### config.mk
export PLATFORM = sky130hd
export DESIGN_NAME = mem_arbiter_flat
export DESIGN_NICKNAME = d
export VERILOG_FILES = /design/src/rtl/mem_arbiter_if.sv /design/src/rtl/mem_arbiter.sv /design/src/flat_wrapper.sv
export SDC_FILE = /design/constraint.sdc
export NUM_CORES = 1
export LEC_CHECK = 0
export BUFFER_PORTS_ARGS = -buffer_cell sky130_fd_sc_hd__buf_2
export CORE_AREA = 2 2 160 162
export DETAILED_ROUTE_END_ITERATION = 16
export DIE_AREA = 0 0 162 164
export HOLD_SLACK_MARGIN = 0.12
export PLACE_DENSITY = 0.42
export SLEW_MARGIN = 30
export SYNTH_ARGS = -nofsm -noshare
export SYNTH_HDL_FRONTEND = slang
export SYNTH_SLANG_ARGS = --single-unit
export TNS_END_PERCENT = 100
### constraint.sdc
create_clock -name clk_i -period 2.5 [get_ports clk_i]
set_clock_uncertainty 0.05 [all_clocks]
set_input_delay 0.625 -clock clk_i [delete_from_list [all_inputs] [get_ports clk_i]]
set_output_delay 0.625 -clock clk_i [all_outputs]
set_load 0.03 [all_outputs]
### src/rtl/mem_arbiter_if.sv
// Cache-side request bus and RAM port bundled for mem_arbiter.
// master: arbiter view; slave: requesters plus RAM.
interface mem_arbiter_if #(
    parameter int unsigned NREQ = 4,
    parameter int unsigned AW   = 32,
    parameter int unsigned DW   = 32
);
    logic [NREQ-1:0]    req_ren;
    logic [NREQ-1:0]    req_wen;
    logic [NREQ*AW-1:0] req_addr;
    logic [NREQ*DW-1:0] req_store;
    logic [NREQ-1:0]    req_wait;
    logic [DW-1:0]      req_load;
    logic [NREQ-1:0]    req_err;
    logic               ram_ren;
    logic               ram_wen;
    logic [AW-1:0]      ram_addr;
    logic [DW-1:0]      ram_store;
    logic [DW-1:0]      ram_load;
    logic [1:0]         ram_state;

    modport master (
        input  req_ren, req_wen, req_addr, req_store, ram_load, ram_state,
        output req_wait, req_load, req_err, ram_ren, ram_wen, ram_addr, ram_store
    );

    modport slave (
        output req_ren, req_wen, req_addr, req_store, ram_load, ram_state,
        input  req_wait, req_load, req_err, ram_ren, ram_wen, ram_addr, ram_store
    );
endinterface

### src/rtl/mem_arbiter.sv
// Round-robin arbiter sharing one RAM port among NREQ cache requesters.
// One transaction in flight; the winner's request is latched at grant.
module mem_arbiter #(
    parameter int unsigned NREQ = 4,
    parameter int unsigned AW   = 32,
    parameter int unsigned DW   = 32
) (
    input  logic                     clk_i,
    input  logic                     rst_ni,
    mem_arbiter_if.master            bus_io,
    output logic [$clog2(NREQ)-1:0]  grant_o,
    output logic                     busy_o
);
    localparam int unsigned GW = $clog2(NREQ);

    typedef enum logic {StIdle, StXfer} state_e;

    state_e          state_q, state_d;
    logic [GW-1:0]   grant_q, grant_d;
    logic [GW-1:0]   rr_ptr_q, rr_ptr_d;
    logic            lat_wr_q, lat_wr_d;
    logic [AW-1:0]   lat_addr_q, lat_addr_d;
    logic [DW-1:0]   lat_store_q, lat_store_d;

    logic [NREQ-1:0] active;
    logic [GW-1:0]   pick;
    logic [GW-1:0]   idx;
    logic            found;
    logic            done;
    logic            err;

    assign active = bus_io.req_ren | bus_io.req_wen;
    // ACCESS (2) and ERROR (3) both end the transaction.
    assign done   = (state_q == StXfer) && bus_io.ram_state[1];
    assign err    = done && bus_io.ram_state[0];

    always_comb begin
        found = 1'b0;
        pick  = '0;
        idx   = '0;
        for (int unsigned o = 0; o < NREQ; o++) begin
            idx = GW'((32'(rr_ptr_q) + o) % NREQ);
            if (!found && active[idx]) begin
                found = 1'b1;
                pick  = idx;
            end
        end
    end

    always_ff @(posedge clk_i) begin
        if (!rst_ni) begin
            state_q     <= StIdle;
            grant_q     <= '0;
            rr_ptr_q    <= '0;
            lat_wr_q    <= 1'b0;
            lat_addr_q  <= '0;
            lat_store_q <= '0;
        end else begin
            state_q     <= state_d;
            grant_q     <= grant_d;
            rr_ptr_q    <= rr_ptr_d;
            lat_wr_q    <= lat_wr_d;
            lat_addr_q  <= lat_addr_d;
            lat_store_q <= lat_store_d;
        end
    end

    always_comb begin
        state_d     = state_q;
        grant_d     = grant_q;
        rr_ptr_d    = rr_ptr_q;
        lat_wr_d    = lat_wr_q;
        lat_addr_d  = lat_addr_q;
        lat_store_d = lat_store_q;
        unique case (state_q)
            StIdle: begin
                if (found) begin
                    state_d     = StXfer;
                    grant_d     = pick;
                    lat_wr_d    = bus_io.req_wen[pick];
                    lat_addr_d  = bus_io.req_addr[32'(pick)*AW +: AW];
                    lat_store_d = bus_io.req_store[32'(pick)*DW +: DW];
                end
            end
            StXfer: begin
                if (done) begin
                    state_d  = StIdle;
                    rr_ptr_d = GW'((32'(grant_q) + 1) % NREQ);
                end
            end
            default: state_d = StIdle;
        endcase
    end

    always_comb begin
        bus_io.req_wait  = active;
        bus_io.req_err   = '0;
        bus_io.req_load  = bus_io.ram_load;
        bus_io.ram_ren   = 1'b0;
        bus_io.ram_wen   = 1'b0;
        bus_io.ram_addr  = '0;
        bus_io.ram_store = '0;
        if (state_q == StXfer) begin
            bus_io.ram_wen   = lat_wr_q;
            bus_io.ram_ren   = ~lat_wr_q;
            bus_io.ram_addr  = lat_addr_q;
            bus_io.ram_store = lat_store_q;
            if (done) begin
                bus_io.req_wait[grant_q] = 1'b0;
                bus_io.req_err[grant_q]  = err;
            end
        end
    end

    assign grant_o = grant_q;
    assign busy_o  = (state_q == StXfer);
endmodule
### src/flat_wrapper.sv
// flat-port wrapper written by rule: the top's interface ports become plain ports
module mem_arbiter_flat 
#(
    parameter int unsigned NREQ = 4,
    parameter int unsigned AW   = 32,
    parameter int unsigned DW   = 32
)
  (clk_i, rst_ni, grant_o, busy_o, bus_io_req_ren, bus_io_req_wen, bus_io_req_addr, bus_io_req_store, bus_io_ram_load, bus_io_ram_state, bus_io_req_wait, bus_io_req_load, bus_io_req_err, bus_io_ram_ren, bus_io_ram_wen, bus_io_ram_addr, bus_io_ram_store);
  mem_arbiter_if #(.NREQ(NREQ), .AW(AW), .DW(DW)) bus_io_i ();
  input  logic clk_i;
  input  logic rst_ni;
  output logic [$clog2(NREQ)-1:0] grant_o;
  output logic busy_o;
  input wire logic [$bits(bus_io_i.req_ren)-1:0] bus_io_req_ren;
  input wire logic [$bits(bus_io_i.req_wen)-1:0] bus_io_req_wen;
  input wire logic [$bits(bus_io_i.req_addr)-1:0] bus_io_req_addr;
  input wire logic [$bits(bus_io_i.req_store)-1:0] bus_io_req_store;
  input wire logic [$bits(bus_io_i.ram_load)-1:0] bus_io_ram_load;
  input wire logic [$bits(bus_io_i.ram_state)-1:0] bus_io_ram_state;
  output wire logic [$bits(bus_io_i.req_wait)-1:0] bus_io_req_wait;
  output wire logic [$bits(bus_io_i.req_load)-1:0] bus_io_req_load;
  output wire logic [$bits(bus_io_i.req_err)-1:0] bus_io_req_err;
  output wire logic [$bits(bus_io_i.ram_ren)-1:0] bus_io_ram_ren;
  output wire logic [$bits(bus_io_i.ram_wen)-1:0] bus_io_ram_wen;
  output wire logic [$bits(bus_io_i.ram_addr)-1:0] bus_io_ram_addr;
  output wire logic [$bits(bus_io_i.ram_store)-1:0] bus_io_ram_store;
  assign bus_io_i.req_ren = bus_io_req_ren;
  assign bus_io_i.req_wen = bus_io_req_wen;
  assign bus_io_i.req_addr = bus_io_req_addr;
  assign bus_io_i.req_store = bus_io_req_store;
  assign bus_io_i.ram_load = bus_io_ram_load;
  assign bus_io_i.ram_state = bus_io_ram_state;
  assign bus_io_req_wait = bus_io_i.req_wait;
  assign bus_io_req_load = bus_io_i.req_load;
  assign bus_io_req_err = bus_io_i.req_err;
  assign bus_io_ram_ren = bus_io_i.ram_ren;
  assign bus_io_ram_wen = bus_io_i.ram_wen;
  assign bus_io_ram_addr = bus_io_i.ram_addr;
  assign bus_io_ram_store = bus_io_i.ram_store;
  mem_arbiter #(.NREQ(NREQ), .AW(AW), .DW(DW)) u_core (.clk_i(clk_i), .rst_ni(rst_ni), .bus_io(bus_io_i), .grant_o(grant_o), .busy_o(busy_o));
endmodule
Yosys cells after proc, flatten, opt, wreduce, memory -nomap -nowiden
Cells that the tools add are included.

cells by class
  add/sub/neg operators = 4
  mux-type cells = 31
  bitwise operators = 6
  shift-type cells = 2
  $lt $le $gt $ge = 7
  reductions and logical operators = 11

operators with widths
  cell                                                         count
  variable part select 128 x 8 -> 32 bit                       2
  two-way mux 32 bit                                           2
  less-than comparator 2 x 3 -> 1 bit (second input constant)  6
  two-way mux 4 bit                                            4
  two-way mux 1 bit                                            14
  binary-select mux 1 bit (select 2 bit)                       5
  AND 4 bit                                                    2
  two-way mux 2 bit                                            4
  logical AND 1 bit                                            6
  adder 2 x 1 -> 2 bit (second input constant)                 2
  adder 2 bit (second input constant)                          2
  NOT 4 bit                                                    1
  bitwise OR 4 bit                                             1
  AND reduction 2 bit                                          2
  zero test 1 bit                                              3
  demux 1 bit (select 2 bit)                                   1
  >= comparator 2 x 1 -> 1 bit (second input constant)         1
  NOT 1 bit                                                    2
  case mux 1 bit (2 select lines)                              1

storage, ports and cells
  register bits after elaboration = 70
  logic and storage cells = 67
  output and inout bits = 109

Depth between registers and ports, before layout
Gate-level depths: netlist of run 1.

  depth in word-level cells = 15
  depth in mapped cells = 7
  depth with buffers taken out = 5

Worst setup path after synthesis of run 1
No wires, ideal clock.

  kind = register -> output
  start = register u_core.state_q, in the netlist u_core.busy_o
  end = output port bus_io_ram_store[21]
  required time = 1.825 ns
  stages on the path, launching flop included = 5
  setup slack = 0.249 ns
  buffers on the path = 3
  arrival = 1.576 ns
  cells stage by stage = dfxtp_1 clkbuf_1 clkbuf_1 clkbuf_1 and2_1

between the ends
  word-level cells in the longest chain between the ends = 1

RTL lines
  element                   RTL line            RTL
  start: declaration        mem_arbiter.sv:18   state_e state_q, state_d;
  start signal: assignment  mem_arbiter.sv:52   state_q <= StIdle;
  start signal: assignment  mem_arbiter.sv:59   state_q <= state_d;
  two-way mux 32 bit        mem_arbiter.sv:103  if (state_q == StXfer) begin
  end: declaration          flat_wrapper.sv:26  output wire logic [$bits(bus_io_i.ram_store)-1:0] bus_io_ram_store;

No other way between the ends.

Final worst setup path of run 1
  start = register u_core.state_q, in the netlist u_core.busy_o
  end = output port bus_io_ram_addr[31]

between the ends
  word-level cells in the longest chain between the ends = 1

RTL lines
  element             RTL line            RTL
  two-way mux 32 bit  mem_arbiter.sv:103
  end: declaration    flat_wrapper.sv:25  output wire logic [$bits(bus_io_i.ram_addr)-1:0] bus_io_ram_addr;

No other way between the ends.

==> results_dict.tcl, run 1 <==
set metrics [dict create \
    outcome "finished clean" \
    area_growth_pct 50.5 \
    grt_pass1_vias 5483 \
    cts_setup_buffers 0 \
    insertion_delay_ns 0.33 \
    wl_per_cell_um 16.6 \
    slowest_delay_ns 0.39 \
    die_area_mm2 0.0266 \
    fmax_ghz 0.456 \
    worstPathRequired_ns 1.82 \
    startpoint_type "flop" \
    synth_edf_count 0 \
    rows 58 \
    grt_start_max_net_pins 46 \
    hold_viol 0 \
    antenna_cells 0 \
    place.detailed.hpwl_mm 15.8 \
    synth.distinct_cells 35 \
    crit_family "buffers and inverters" \
    whs_ns 0.404 \
    clk_pin_slew_ns 0.06 \
    grt_remaining_overflow 0 \
    setup_violations 0 \
    post-route-min-period_ns 2.19 \
    power_density_mw_per_mm2 608 \
    path_buf_inv 2 \
    htreeDepth 3 \
    synth_seq_area_share_pct 29.1 \
    syn-num-nets 910 \
    cp_max_fo 42 \
    crit_type "reg2out" \
    drive_gt1_share_pct 44.5 \
    drv_cap 0 \
    cts_resized 0 \
    slew_headroom_pct 70.0 \
    cts.sinks 70 \
    ys_async_sr_fraction_pct 0 \
    holdPathEnd "u_core.lat_store_q[10]" \
    synth_top_flop_cell "dfxtp_1" \
    worstRegToRegCells 6 \
    antenna_found_initial 1 \
    hold_buffers 0 \
    reg2reg_from "u_core.rr_ptr_q[1]" \
    dr.first_iter.drc_count 251 \
    layout.nets 1214 \
    cts_buffers 9 \
    ys_warn_count 0 \
    synth_cells 606 \
    worstReg2RegEnd "u_core.lat_addr_q[18]" \
    grt_pass1_wl_mm 30.4 \
    drt-pass1-iter-count 4 \
    ant_nets 0 \
    gp_congestion 0.813 \
    vias_per_cell 4.51 \
    start_util_pct 19.4 \
    ys_ff_latch 70 \
    path_cells "buf_4 > and2_1 > buf_2" \
    drt_drc_violations_left 0 \
    syn-mean-instance-area_um2 7.95 \
    fill_cells 2743 \
    synth_area_mm2 0.00482 \
    cts_tree "done" \
    tightest_slew_ns 0.450 \
    root_buffer "clkbuf_16" \
    leakagePower_nw 3.66 \
    hp-start "u_core.lat_store_q[10]" \
    track_usage_pct 14.7 \
    p_total_mw 4.40 \
    coreArea_mm2 0.0248 \
    reg2reg_slack_ns 0.47 \
    drt-total-wl_mm 20.7 \
    rsz0062_at_grt "false" \
    endpoint_kind "output port" \
    post-route-period-util_pct 87.7 \
    arrival_ns 1.52 \
    hp-class "reg2reg" \
    min_path_cells 2 \
    ioPinCount 409 \
    vdd.ir_drop.worst_v 0.000262 \
    crit_slowest_cell "buf_4" \
    io_buffers 344 \
    slew_viol_final 0 \
    vias 5620 \
    die_w_um 162 \
    die_y_um 164 \
    fin_util_pct 29.2 \
    ctsLongestPathBuffers 2 \
]
==> cell usage in the layout (no fill, tap or decap), types with 3 or more instances in the layout <==
master / instances
and3_1: 4
clkbuf_1: 3
buf_12: 17
ha_1: 4
dfxtp_1: 69
clkbuf_16: 9
inv_1: 4
nand2_1: 69
o221ai_1: 64
mux2i_1: 66
buf_2: 344
a21oi_1: 134
buf_4: 22
nor2_1: 9
and2_1: 66
==> metal layers <==
metal	vias up	track usage [%]	wire [um]
met5	-	0	13
met4	2	5.79	562
li1	2779	-	-
met3	39	3.71	1560
met2	245	25.4	10100
met1	2555	17.5	8490
==> worst max-delay path by stage <==
stage,startpoint,to,slack (ns),cells after the start
2_1_floorplan,u_core.busy_o,bus_io_ram_store[21],0.25,4
3_3_place_gp,bus_io_req_wen[1],u_core.lat_addr_q[3],-0.007,8
3_5_place_dp,bus_io_req_ren[3],u_core.lat_addr_q[3],0.002,8
4_1_cts,u_core.busy_o,bus_io_ram_store[18],0.25,3
5_1_grt,u_core.busy_o,bus_io_ram_store[18],0.16,3
6_report,u_core.busy_o,bus_io_ram_addr[31],0.31,3
==> Yosys cell counts, drive strengths merged, types with 2 or more instances <==
cell	n	area share, %
o221ai	64	12
nor2	10	0.83
and2	67	8.7
clkbuf	20	1.6
inv	4	0.31
a21oi	134	14
a211oi	2	0.31
o21ai	2	0.21
dfxtp	70	29
nand4	2	0.26
mux2i	66	14
nand2	69	5.4
buf	70	9.4
nor2b	2	0.26
and3	4	0.52
ha	4	1.0
or2	2	0.26
nand3	2	0.21
==> report_power, final <==
| group | internal (mW) | switching, mW | total (mW) | leakage, nW |
|---|---|---|---|---|
| registers | 1.35 | 0.116 | 1.47 | 0.588 |
| logic | 0.729 | 0.913 | 1.64 | 2.94 |
| clock network | 0.772 | 0.524 | 1.30 | 0.137 |
==> worst reg2reg max path: cells and delay by family (launching register included) <==
family,cells,cell delay [ns]
DFF,1,0.36
buffers and inverters,2,0.44
muxes,1,0.22
adders and majority gates,1,0.35
AOI/OAI and AO/OA,2,0.48
==> cells by family after synthesis <==
family,synth area share [%]
AO/OA/AOI/OAI,27.8
AND/OR/NAND/NOR,16.9
buffers and inverters,11.2
flip-flops,29.1
multiplexers,13.7
adder cells (fa/ha/maj),1.27
==> flip-flops by register name (all words and copies together), names as in the netlist <==
register and count:
u_core.lat_store_q 32, u_core.busy_o 1, u_core.rr_ptr_q 2, u_core.lat_addr_q 32, u_core.lat_wr_q 1, u_core.grant_o 2
==> stage by stage <==
stage / area (um2) / worst slack [ns] / cells / setup TNS [ns]
floorplan: 4820 / 0.249 / 606 / 0
finish: 7250 / 0.308 / 1245 / 0
global placement: 6960 / -0.00659 / 1229 / -0.00659
detailed placement: 6960 / 0.00193 / 1229 / 0
CTS: 7250 / 0.252 / 1245 / 0
global route: 7250 / 0.164 / 1245 / 0
==> final cells by class <==
class,count,area (um2),area share [%]
multi-input combinational,442,2910,40.1
inverter,4,15.0,0.207
sequential,70,1400,19.4
clock inverter,4,47.5,0.656
timing repair buffer,383,2230,30.7
clock buffer,12,236,3.26
tap,330,413,5.70
No activity file was read; power rests on OpenSTA's default activity.
==> run 2: changes to the inputs <==
CTS_BUF_LIST = sky130_fd_sc_hd__clkbuf_16   (was default)
GPL_TIMING_DRIVEN = 0   (was default)
PLACE_DENSITY = 0.44   (was 0.42)
clock period = 1.8 ns   (was 2.5 ns; I/O delays follow)
==> results_dict.tcl, run 2 (same netlist as run 1, synthesis figures left out) <==
set metrics [dict create \
    outcome "finished with violations" \
    violations "setup timing" \
    wl_per_cell_um 19.0 \
    vias_per_cell 4.58 \
    start_util_pct 19.4 \
    hp-class "in2reg" \
    layout.nets 1329 \
    die_w_um 162 \
    hp-start "bus_io_req_addr[54]" \
    p_total_mw 7.28 \
    tightest_slew_ns 0.629 \
    io_buffers 376 \
    reg2reg_from "u_core.rr_ptr_q[1]" \
    cts_tree "done" \
    hold_buffers 0 \
    arrival_ns 2.15 \
    rows 58 \
    dr.first_iter.drc_count 283 \
    sw_frac_of_total_pct 35.8 \
    drt_drc_violations_left 0 \
    slew_headroom_pct 58.1 \
    place_area_mm2 0.00718 \
    post-route-period-util_pct 111 \
    p_seq_share_pct 28.1 \
    slew_viol_final 0 \
    layout_common_cells "buf_2 (308), a21oi_1 (126), buf_6 (93), nand2_1 (69), and2_4 (67)" \
    power_density_mw_per_mm2 778 \
    rsz0062_at_grt "true" \
    grt_remaining_overflow 0 \
    grt_start_max_net_pins 13 \
    grt_pass1_vias 6120 \
    root_buffer "clkbuf_16" \
    vias 6238 \
    track_usage_pct 17.9 \
    place.detailed.hpwl_mm 18.7 \
    fmax_ghz 0.499 \
    path_cells "buf_2 > or2_1 > a211oi_2 > a221oi_4 > buf_6 > buf_12 > buf_12 > buf_8 > a21oi_1 > o221ai_1" \
    leakagePower_nw 4.45 \
    clk_pin_slew_ns 0.06 \
    drt-total-wl_mm 25.9 \
    antenna_found_initial 1 \
    p_clk_share_pct 25.2 \
    reg_top3 "u_core.lat_addr_q: 32 flops, u_core.lat_store_q: 32 flops" \
    grt_pass1_wl_mm 36.1 \
    ant_nets 0 \
    drv_cap 0 \
    crit_type "in2reg" \
    endpoint_kind "flop" \
    startpoint_type "input port" \
    slowest_delay_ns 0.37 \
    drt-pass1-iter-count 4 \
    vdd.ir_drop.worst_v 0.000456 \
    cts.sinks 70 \
    drive_gt1_share_pct 62.4 \
    insertion_delay_ns 0.34 \
    htreeDepth 3 \
    cp_max_fo 6 \
    p_int_mw 4.67 \
    cts_buffers 9 \
    worstPathRequired_ns 1.94 \
    setup_violations 139 \
    ioPinCount 409 \
    area_growth_pct 94.3 \
    crit_top_cell "buf_12" \
    post-route-min-period_ns 2.00 \
    final_cell_area_mm2 0.00936 \
    crit_start "bus_io_req_wen[0]" \
    setup_tns_ns -17.83 \
    combPwrFrac_pct 46.6 \
    hold_viol 0 \
    whs_ns 0.346 \
    coreArea_mm2 0.0248 \
    gp_congestion 0.794 \
    die_y_um 164 \
    ctsLongestPathBuffers 2 \
    final.setup.worst_slack_ns -0.205 \
    die_area_mm2 0.0266 \
    mostFrequentLayoutCell "buf_2" \
    crit_slowest_cell "a211oi_2" \
    p_sw_mw 2.61 \
]
-- run 2: changes by cell type in the layout (fill, tap and decap cells not counted), moves of 12 or more --
| cell | delta |
|---|---|
| and2_1 | -65 |
| and2_4 | +67 |
| buf_2 | -36 |
| buf_4 | +23 |
| buf_6 | +93 |
| buf_8 | +17 |
| clkbuf_16 | +12 |
| mux2i_1 | -25 |
| mux2i_4 | +14 |
-- run 2: final cells by class --
class,instances,area (um2)
buffer,88,876
inverter,4,15.0
multi-input combinational,443,3460
fill,2610,15500
timing repair buffer,409,2880
tap,330,413
sequential,70,1420
clock inverter,7,65.1
antenna,1,2.50
clock buffer,9,225
-- run 2: path summary, 6_finish.rpt --
| check | to | slack, ns | cells past startpoint |
|---|---|---|---|
| hold / removal | u_core.lat_addr_q[22] | 0.35 | 3 |
| setup reg to reg | u_core.lat_addr_q[29] | -0.20 | 7 |
| setup / recovery | u_core.lat_store_q[25] | -0.20 | 10 |
| hold reg to reg | u_core.lat_addr_q[22] | 0.41 | 2 |
-- run 2: repair_timing --
action | CTS | global route
pin swaps | 11 | 56
gates resized for setup | 244 | 183
buffers inserted | 10 | 8
gates cloned | 5 | 11
setup endpoints to repair | 139 | 140
-- run 2: power by group through the flow --
stage / logic [mW] / registers, mW / clock network [mW]
global route: 3.62 / 2.09 / 1.94
global placement: 2.44 / 2.05 / 0
CTS: 2.89 / 2.03 / 1.90
detailed placement: 2.44 / 2.05 / 0
finish: 3.39 / 2.05 / 1.84
floorplan: 1.57 / 2.01 / 0
-- run 2: through the flow --
| step | cells | setup WS (ns) | utilization, % |
|---|---|---|---|
| 3_3_place_gp | 1312 | -0.866 | 28.9 |
| 3_5_place_dp | 1312 | -0.878 | 28.9 |
| 6_report | 1361 | -0.205 | 37.7 |
| 2_1_floorplan | 606 | -0.100 | - |
| 5_1_grt | 1361 | -0.289 | 37.7 |
| 4_1_cts | 1341 | -0.202 | 33.8 |
-- run 2: metal layers --
layer  track usage (%)  vias up  wire (um)
li1                  -     3031          -
met1              22.1     2913      10700
met2              31.7      280      13100
met3              3.64       14       1810
met4              4.67        0        259
met5                 0        -          0
-- run 2: worst max-delay path: cells and delay by family --
kind / cells / cell delay, ns
AND/OR/NAND/NOR: 1 / 0.23
buffers and inverters: 5 / 0.72
AO/OA/AOI/OAI: 4 / 0.73
==> run 3: changes to the inputs <==
--- a/constraint.sdc
+++ b/constraint.sdc
@@ -4,2 +4,2 @@
 set_output_delay 0.45 -clock clk_i [all_outputs]
-set_load 0.03 [all_outputs]
+set_load 0.05 [all_outputs]
==> results_dict.tcl, run 3 (same netlist as run 1, synthesis figures left out) <==
set metrics [dict create \
    htreeDepth 3 \
    vdd.ir_drop.worst_v 0.000346 \
    post-route-period-util_pct 112 \
    die_w_um 162 \
    track_usage_pct 18.0 \
    crit_type "reg2reg" \
    whs_ns 0.356 \
    drv_cap 0 \
    clk_pin_slew_ns 0.06 \
    hold_viol 0 \
    final.setup.worst_slack_ns -0.208 \
    dr.first_iter.drc_count 269 \
    crit_top_cell "buf_12" \
    drive_gt1_share_pct 59.9 \
    crit_slowest_cell "dfxtp_4" \
    grt_pass1_wl_mm 36.5 \
    cts_buffers 9 \
    tightest_slew_ns 0.580 \
    grt_start_max_net_pins 11 \
    path_cells "maj3_2 > a221oi_4 > buf_6 > buf_12 > buf_12 > mux2i_4 > o221ai_2" \
    slew_viol_final 0 \
    layout_common_cells "buf_2 (309), a21oi_1 (130), nand2_1 (69), buf_8 (68), dfxtp_1 (65)" \
    worstPathRequired_ns 1.96 \
    drt-total-wl_mm 25.8 \
    endpoint_kind "flop" \
    power_density_mw_per_mm2 790 \
    place_ws_ns -0.969 \
    drt-pass1-iter-count 4 \
    leakagePower_nw 4.48 \
    root_buffer "clkbuf_16" \
    grt.met1_usage_pct 23.4 \
    use_met3_pct 3.48 \
    place_area_mm2 0.00727 \
    place_inst 1312 \
    fin_util_pct 37.5 \
    start_util_pct 19.4 \
    die_y_um 164 \
    insertion_delay_ns 0.33 \
    vias 6247 \
    drt_drc_violations_left 0 \
    fmax_ghz 0.498 \
    grt_pass1_vias 6156 \
    final_cell_area_mm2 0.00931 \
    slowest_delay_ns 0.36 \
    hp-class "in2reg" \
    hold_buffers 0 \
    startpoint_type "flop" \
    met2_usage_pct 30.3 \
    vias_per_cell 4.60 \
    fill_cells 2621 \
    place.detailed.hpwl_mm 18.6 \
    grt_remaining_overflow 0 \
    antenna_found_initial 1 \
    setup_violations 129 \
    fin_cells 1358 \
    cp_max_fo 8 \
    cts_tree "done" \
    mostFrequentLayoutCell "buf_2" \
    arrival_ns 2.17 \
    wl_per_cell_um 19.0 \
    coreArea_mm2 0.0248 \
    ctsLongestPathBuffers 2 \
    rsz0062_at_grt "true" \
    io_buffers 376 \
    grt_busiest_layer "met2" \
    slew_headroom_pct 61.4 \
    post-route-min-period_ns 2.01 \
    cts.sinks 70 \
    setup_tns_ns -15.91 \
    reg_top3 "u_core.lat_addr_q: 32 flops, u_core.lat_store_q: 32 flops" \
    die_area_mm2 0.0266 \
    ioPinCount 409 \
    area_growth_pct 93.3 \
    layout.nets 1329 \
    p_total_mw 7.36 \
    ant_nets 0 \
    outcome "finished with violations" \
    rows 58 \
    violations "setup timing" \
    antenna_cells 0 \
    gp_congestion 0.791 \
]
-- run 3: final cells by class --
class / instances / area [um2] / share of cell area (%)
buffer: 87 / 851 / 9.14
tap: 330 / 413 / 4.44
multi-input combinational: 442 / 3340 / 35.9
clock inverter: 5 / 20.0 / 0.215
clock buffer: 9 / 225 / 2.42
inverter: 4 / 15.0 / 0.161
sequential: 70 / 1420 / 15.2
timing repair buffer: 411 / 3030 / 32.5
-- run 3: timing repair --
action,4_1_cts,5_1_grt
buffers inserted,13,12
endpoints found under the setup margin,140,138
gates cloned,8,4
hold endpoints to repair,0,0
pin swaps,40,21
resized for setup,335,83
-- run 3: final timing paths --
kind | cells after the start | from | slack, ns | end
worst min-delay path | 3 | bus_io_req_addr[50] | 0.36 | u_core.lat_addr_q[18]
worst max-delay path | 7 | u_core.rr_ptr_q[0] | -0.21 | u_core.lat_store_q[17]
worst max register to register | 7 | u_core.rr_ptr_q[0] | -0.21 | u_core.lat_store_q[17]
worst min register to register | 2 | u_core.lat_addr_q[5] | 0.41 | u_core.lat_addr_q[5]
-- run 3: layer usage --
layer	vias up	part of all wire (%)
met5	-	0
met4	0	1.6
met3	22	6.3
met2	257	49
met1	2941	43
li1	3027	-
-- run 3: critical path: cells and delay by family (launching register included) --
| family | cells | cell delay (ns) |
|---|---|---|
| fa+ha+maj | 1 | 0.34 |
| compound gates | 2 | 0.35 |
| mux | 1 | 0.26 |
| buf+inv | 3 | 0.50 |
| flops | 1 | 0.36 |
-- run 3: power breakdown --
part	internal (mW)	switching [mW]	leakage (nW)	total, mW
Sequential	1.87	0.175	0.591	2.05
Combinational	1.72	1.96	3.76	3.68
Clock	0.898	0.731	0.125	1.63
Total	4.49	2.87	4.48	7.36
